File: src/rtl/tx_pkt_scheduler.sv
// ---------------------------------------------------------------------------
// tx_pkt_scheduler
// Chooses the next packet for the USB endpoint TX encoder and drives its
// packet code and start strobe. Handshakes (ACK/NAK/STALL) take priority
// over data. The block also owns the DATA0/DATA1 toggle, holds off new
// packets for an inter-packet gap, and times out a missing host ACK.
//
// Ports
//   clk, rst     : clock (rising edge), synchronous active-high reset
//   hs_req       : level, handshake send request; hs_type selects the code
//   data_req     : level, data packet send request
//   toggle_load  : pulse, loads toggle from toggle_val (in any state)
//   tx_done      : pulse from the encoder, current packet fully sent
//   rx_ack       : pulse, host ACK received
//   tx_start     : one-cycle start strobe to the encoder
//   tx_packet    : 0=IDLE 1=DATA0 2=DATA1 3=ACK 4=NAK 5=STALL
//   hs_gnt       : one-cycle grant to the handshake requester
//   data_gnt     : one-cycle grant to the data requester
//   data_retry   : one-cycle pulse, ACK timed out and data must be resent
//   toggle       : current data toggle (0 = next data packet is DATA0)
//   busy         : high whenever the scheduler is not IDLE
// All outputs are registered.
// ---------------------------------------------------------------------------
module tx_pkt_scheduler #(
  parameter int IPG_CYCLES  = 2,
  parameter int ACK_TIMEOUT = 16,
  parameter int CNT_W       = 5
) (
  input  logic       clk,
  input  logic       rst,
  input  logic       hs_req,
  input  logic [1:0] hs_type,
  input  logic       data_req,
  input  logic       toggle_load,
  input  logic       toggle_val,
  input  logic       tx_done,
  input  logic       rx_ack,
  output logic       tx_start,
  output logic [2:0] tx_packet,
  output logic       hs_gnt,
  output logic       data_gnt,
  output logic       data_retry,
  output logic       toggle,
  output logic       busy
);

  typedef enum logic [1:0] {
    IDLE      = 2'd0,
    WAIT_DONE = 2'd1,
    WAIT_ACK  = 2'd2,
    GAP       = 2'd3
  } state_t;

  localparam logic [2:0] PKT_IDLE  = 3'd0;
  localparam logic [2:0] PKT_DATA0 = 3'd1;
  localparam logic [2:0] PKT_DATA1 = 3'd2;
  localparam logic [2:0] PKT_ACK   = 3'd3;
  localparam logic [2:0] PKT_NAK   = 3'd4;
  localparam logic [2:0] PKT_STALL = 3'd5;

  localparam logic [CNT_W-1:0] IPG_LAST = CNT_W'((IPG_CYCLES > 0) ? IPG_CYCLES - 1 : 0);
  localparam logic [CNT_W-1:0] ACK_LAST = CNT_W'((ACK_TIMEOUT > 0) ? ACK_TIMEOUT - 1 : 0);

  // With no gap configured, a finished exchange returns straight to IDLE.
  localparam state_t AFTER_PKT = (IPG_CYCLES == 0) ? IDLE : GAP;

  // Reserved handshake type 3 is sent as STALL.
  function automatic logic [2:0] hs_code(input logic [1:0] t);
    case (t)
      2'd0:    hs_code = PKT_ACK;
      2'd1:    hs_code = PKT_NAK;
      default: hs_code = PKT_STALL;
    endcase
  endfunction

  state_t           state, state_nx;
  logic [CNT_W-1:0] cnt, cnt_nx;
  logic [2:0]       pkt_nx;
  logic             start_nx, hs_gnt_nx, data_gnt_nx, retry_nx, toggle_nx;
  logic             is_data;

  assign is_data = (tx_packet == PKT_DATA0) || (tx_packet == PKT_DATA1);

  always_comb begin
    state_nx    = state;
    cnt_nx      = cnt;
    pkt_nx      = tx_packet;
    start_nx    = 1'b0;
    hs_gnt_nx   = 1'b0;
    data_gnt_nx = 1'b0;
    retry_nx    = 1'b0;
    toggle_nx   = toggle;

    case (state)
      IDLE: begin
        cnt_nx = '0;
        if (hs_req) begin
          hs_gnt_nx = 1'b1;
          start_nx  = 1'b1;
          pkt_nx    = hs_code(hs_type);
          state_nx  = WAIT_DONE;
        end else if (data_req) begin
          data_gnt_nx = 1'b1;
          start_nx    = 1'b1;
          pkt_nx      = toggle ? PKT_DATA1 : PKT_DATA0;
          state_nx    = WAIT_DONE;
        end
      end

      WAIT_DONE: begin
        if (tx_done) begin
          pkt_nx   = PKT_IDLE;
          cnt_nx   = '0;
          state_nx = is_data ? WAIT_ACK : AFTER_PKT;
        end
      end

      WAIT_ACK: begin
        // An ACK arriving on the timeout cycle still counts as an ACK.
        if (rx_ack) begin
          toggle_nx = ~toggle;
          cnt_nx    = '0;
          state_nx  = AFTER_PKT;
        end else if (cnt == ACK_LAST) begin
          retry_nx = 1'b1;
          cnt_nx   = '0;
          state_nx = AFTER_PKT;
        end else begin
          cnt_nx = cnt + 1'b1;
        end
      end

      GAP: begin
        if (cnt == IPG_LAST) begin
          cnt_nx   = '0;
          state_nx = IDLE;
        end else begin
          cnt_nx = cnt + 1'b1;
        end
      end

      default: begin
        state_nx = IDLE;
        cnt_nx   = '0;
        pkt_nx   = PKT_IDLE;
      end
    endcase

    // An explicit load overrides the ACK flip.
    if (toggle_load) toggle_nx = toggle_val;
  end

  always_ff @(posedge clk) begin
    if (rst) begin
      state      <= IDLE;
      cnt        <= '0;
      tx_packet  <= PKT_IDLE;
      tx_start   <= 1'b0;
      hs_gnt     <= 1'b0;
      data_gnt   <= 1'b0;
      data_retry <= 1'b0;
      toggle     <= 1'b0;
      busy       <= 1'b0;
    end else begin
      state      <= state_nx;
      cnt        <= cnt_nx;
      tx_packet  <= pkt_nx;
      tx_start   <= start_nx;
      hs_gnt     <= hs_gnt_nx;
      data_gnt   <= data_gnt_nx;
      data_retry <= retry_nx;
      toggle     <= toggle_nx;
      busy       <= (state_nx != IDLE);
    end
  end

endmodule

File: config.mk
export PLATFORM = sky130hd
export DESIGN_NAME = tx_pkt_scheduler
export DESIGN_NICKNAME = d
export VERILOG_FILES = /design/src/rtl/tx_pkt_scheduler.sv
export SDC_FILE = /design/constraint.sdc
export NUM_CORES = 1
export LEC_CHECK = 0
export ABC_AREA = 1
export BUFFER_PORTS_ARGS = -buffer_cell sky130_fd_sc_hd__clkbuf_2
export CORE_MARGIN = 3
export CORE_UTILIZATION = 45
export CTS_CLUSTER_SIZE = 8
export DETAILED_ROUTE_END_ITERATION = 6
export PLACE_DENSITY_LB_ADDON = 0.3
export SLEW_MARGIN = 20
export SYNTH_ARGS = -nofsm -noshare
export SYNTH_HDL_FRONTEND = slang
export SYNTH_SLANG_ARGS = --single-unit
File: constraint.sdc
create_clock -name clk -period 3.05 [get_ports clk]
set_clock_uncertainty 0.1 [all_clocks]
set_input_delay 0 -clock clk [delete_from_list [all_inputs] [get_ports clk]]
set_output_delay 0 -clock clk [all_outputs]
set_load 0.05 [all_outputs]
Word level (Yosys, flattened, before mapping). Index checks and enable logic that the tools add are counted.

Logic and storage cells: 61. Flip-flop bits (word level): 16. Input bits: 10.

Reductions and logical operators: 12. Bitwise gates (word level): 3. Eq/ne operators: 10. Muxes and demuxes: 26. Add/subtract/negate cells: 1.

Operator list (count): 2-to-1 mux 5 bit (4); one-hot mux 5 bit (4 select lines) (1); 2-to-1 mux 2 bit (7); one-hot mux 3 bit (2 select lines) (2); 2-to-1 mux 3 bit (3); 2-to-1 mux 1 bit (8); one-hot mux 2 bit (4 select lines) (1); nonzero test 2 bit (4); OR reduction 3 bit (2); adder 5 x 1 -> 5 bit (second input constant) (1); equality test 5 x 1 -> 1 bit (second input constant) (1); equality test 5 x 4 -> 1 bit (second input constant) (1); equality test 2 x 1 -> 1 bit (second input constant) (2); equality test 2 bit (second input constant) (2); zero test 2 bit (2); equality test 3 x 1 -> 1 bit (second input constant) (1); equality test 3 x 2 -> 1 bit (second input constant) (1); != test 3 bit (second input constant) (1); NOT 1 bit (3); AND reduction 3 bit (1); != test 2 bit (second input constant) (1); AND reduction 2 bit (1); OR reduction 2 bit (1); logical OR 1 bit (1).

Longest topological paths before layout.
Depth in word-level cells: 6. Gate-level depth with buffers: 11. Mapped depth without buffers: 11.

Least setup slack after synthesis. OpenSTA, ideal clock, no wires.

Path kind: flip-flop to flip-flop. Start point: register cnt[0]. End point: register cnt[1]. Buffers on the path: 0. Arrival: 1223 ps. Data required time: 2841 ps. Stages on the path, launching flop included: 12. Setup slack: 1618 ps. Clock period less this slack: 1432 ps. Path through: dfxtp_1 ha_1 nand2_1 nor2_1 ha_1 inv_1 nand3_1 nand2_1 nand2_1 nand2_1 nand2_1 inv_1.

Cells in the longest elaborated chain, start to end: 4.

RTL lines: start: declaration (RTL line 77) `logic [CNT_W-1:0] cnt, cnt_nx;`; start signal: assignment (RTL line 166) `cnt <= cnt_nx;`; adder 5 x 1 -> 5 bit / equality test 5 x 4 -> 1 bit (equally long branches) (RTL line 129, 138, 124); 2-to-1 mux 5 bit (RTL line 124) `end else if (cnt == ACK_LAST) begin`; 2-to-1 mux 5 bit (RTL line 120) `if (rx_ack) begin`; one-hot mux 5 bit (4 select lines) * (RTL line 94) `case (state)`.

Mark *: on every way between the ends. The rest lies on a longest branch, timed or not. A chain may end at the register's enable or synchronous reset.

Final worst setup path.
Start point: register cnt[0]. End point: register cnt[3].

Same word-level chain as after synthesis.

==> impl_metrics.tcl <==
set metrics [dict create \
    grt_overflow 0 \
    firstDrtPassIters 4 \
    cts_buffers 3 \
    drive_above_1_share 0.2171 \
    synth_fp_nets 133 \
    totalWireLength_microns 2012 \
    yosysSeqAreaShare 0.3891 \
    wl_per_cell_microns 11.43 \
    ys_types 23 \
    wl_met3_microns 104 \
    wl_met2_microns 1014 \
    n_antenna_cell 0 \
    yosysWarningCount 0 \
    synth_top_cell_by_area "dfxtp_1" \
    final-max-slew-violation-count 0 \
    hpwl_microns 1314 \
    cts_max_level 1 \
    drtIter0Drc 33 \
    final_util 0.6762 \
    grt_pass1_wl_microns 3443 \
    postRouteAntennaNets 0 \
    powerDensity_mw_per_mm2 502.9 \
    synth_top_area_frac 0.3891 \
    tightest_slew_ns 0.2835 \
    grt_max_degree 11 \
    hold_violations 0 \
    relSlewSlack 0.8090 \
    met1_length_microns 855 \
    syn2layout_area_growth_pct 32.37 \
    cp_max_fo 5 \
    fin_crit_sh 0.7161 \
    synth_area_sq_um 823.3 \
    clk_latency_ns 0.30 \
    critPathLaunchType "flip-flop" \
    nets 167 \
    ir_drop_mv 0.4456 \
    top_layer "met4" \
    worst_hold_path_type "in -> reg" \
    dieWidth_microns 48.78 \
    grtUsageTotal 0.1880 \
    ys_top_cells_by_area "dfxtp_1 39%, nand2_1 16%, inv_1 9.1%" \
    synth_seq_cells 16 \
    gp_congestion 0.8303 \
    initial_core_util 0.5109 \
    clockBufferDepth 2 \
    clock-root-buffer "clkbuf_4" \
    max_freq_mhz 457.8 \
    fin_hold_ws_ns 0.03274 \
    dieArea_sq_mm 0.002379 \
    drt-vias-per-instance 4.807 \
    outcome "completed" \
    pin_count 19 \
    syn_area_per_cell_sq_um 6.918 \
    drc_errors 0 \
    vias 846 \
    setup_viol 0 \
    arrival_ns 2.28 \
    fillCellCount 137 \
    p_leak_uw 0.0005595 \
    fin_setup_tns_ns 0 \
    syn-instance-count 119 \
    crit_type "reg -> reg" \
    core_area_sq_mm 0.001612 \
    io_buffers 18 \
    drv_cap 0 \
    fin_crit_ns 2.184 \
    cts_tree "built" \
    antenna_found_initial 0 \
    rows 14 \
    grt_setup_unrepaired "no" \
    die-height_microns 48.78 \
    cp-end-kind "flip-flop" \
    clock_sinks 16 \
    cts.clk_slew.worst_paths_ns 0.10 \
    required_ns 3.15 \
    grt_pass1_vias 804 \
]
-- cell type report --
cell class / count / area [sq um] / area share
multi-input cells: 80 / 412.9 / 0.3789
flip-flops and latches: 16 / 320.3 / 0.2939
repair buffers: 29 / 200.2 / 0.1837
inverters: 23 / 90.09 / 0.08266
clock buffers: 4 / 36.28 / 0.03329
well taps: 24 / 30.03 / 0.02755
-- worst max-delay path, stage by stage (launching register included) --
cell and delay [ns]:
dfxtp_1 0.43, ha_1 0.19, nand2_1 0.07, nor2_1 0.15, ha_1 0.17, inv_1 0.05, nand3_1 0.10, nand2_1 0.11
nand2_1 0.09, a21oi_1 0.06, dlygate4sd3_1 0.55
-- where the power goes --
part | switching, uW | internal [uW]
clock network | 70.3 | 72.9
registers | 15.9 | 228
logic | 111 | 50.1
total | 197 | 351
-- cell usage after synthesis --
master    instances
a21oi_1           5
a31oi_1           1
clkinv_2          1
dfxtp_1          16
ha_1              4
inv_1            20
inv_2             1
inv_4             1
nand2_1          34
nand2_2           3
nand3_1           6
nand3b_1          1
nand4_1           1
nor2_1           10
nor2_4            2
nor3_1            1
o211ai_1          1
o21ai_0           5
o21ai_1           1
o21ai_2           1
o32ai_1           1
or2_2             2
xor2_1            1
-- state kept, by name, indices dropped and copies added (netlist names) --
name        count
hs_gnt          1
tx_packet       3
data_gnt        1
cnt             5
busy            1
toggle          1
tx_start        1
data_retry      1
state           2
-- path summary, 6_finish.rpt --
kind | to | slack (ns) | cells past startpoint | start
worst max-delay path | cnt[3] | 0.87 | 10 | cnt[0]
worst min-delay path | tx_packet[0] | 0.03 | 6 | hs_type[0]
worst max register to register | cnt[3] | 0.87 | 10 | cnt[0]
worst min register to register | tx_packet[2] | 0.42 | 2 | tx_packet[2]
-- metrics by stage --
step	cells	worst slack [ns]	power, uW	area, sq um
after floorplan	119	1.618	359.1	823.3
after global placement	161	1.542	394.3	943.4
after detailed placement	161	1.463	396.2	943.4
after CTS	176	0.9468	546.5	1090
after global routing	176	0.7085	576.1	1090
final	176	0.8658	548.0	1090
-- kinds of logic after synthesis --
kind of cell / count (synthesis) / synth area share
buffers and inverters: 23 / 0.1094
AOI/OAI and AO/OA: 15 / 0.1049
adders and majority gates: 4 / 0.06079
and+or+nand+nor: 60 / 0.3252
DFF: 16 / 0.3891
xor gates and xnor gates: 1 / 0.01064
-- layer usage --
| layer | vias to the layer above | track usage |
|---|---|---|
| met5 | - | 0 |
| met4 | 0 | 0.06635 |
| met3 | 6 | 0.05505 |
| met2 | 30 | 0.3167 |
| met1 | 373 | 0.2260 |
| li1 | 437 | - |
-- what timing repair did --
action                                  CTS  global route
endpoints found under the hold margin    16             0
resized for setup                         0             0
endpoints found under the setup margin    0             0
buffers inserted                          0             0
hold buffers                             11             0
-- placed cells by master, fill, tap and decap left out --
master,count
a21oi_1,5
a31oi_1,1
clkbuf_2,18
clkbuf_4,3
clkbuf_8,1
clkinv_2,1
dfxtp_1,16
dlygate4sd3_1,11
ha_1,4
inv_1,20
inv_2,1
inv_4,1
nand2_1,34
nand2_2,3
nand3_1,6
nand3b_1,1
nand4_1,1
nor2_1,10
nor2_4,2
nor3_1,1
o211ai_1,1
o21ai_0,5
o21ai_1,1
o21ai_2,1
o32ai_1,1
or2_2,2
xor2_1,1
No activity file was read; power rests on OpenSTA's default activity.
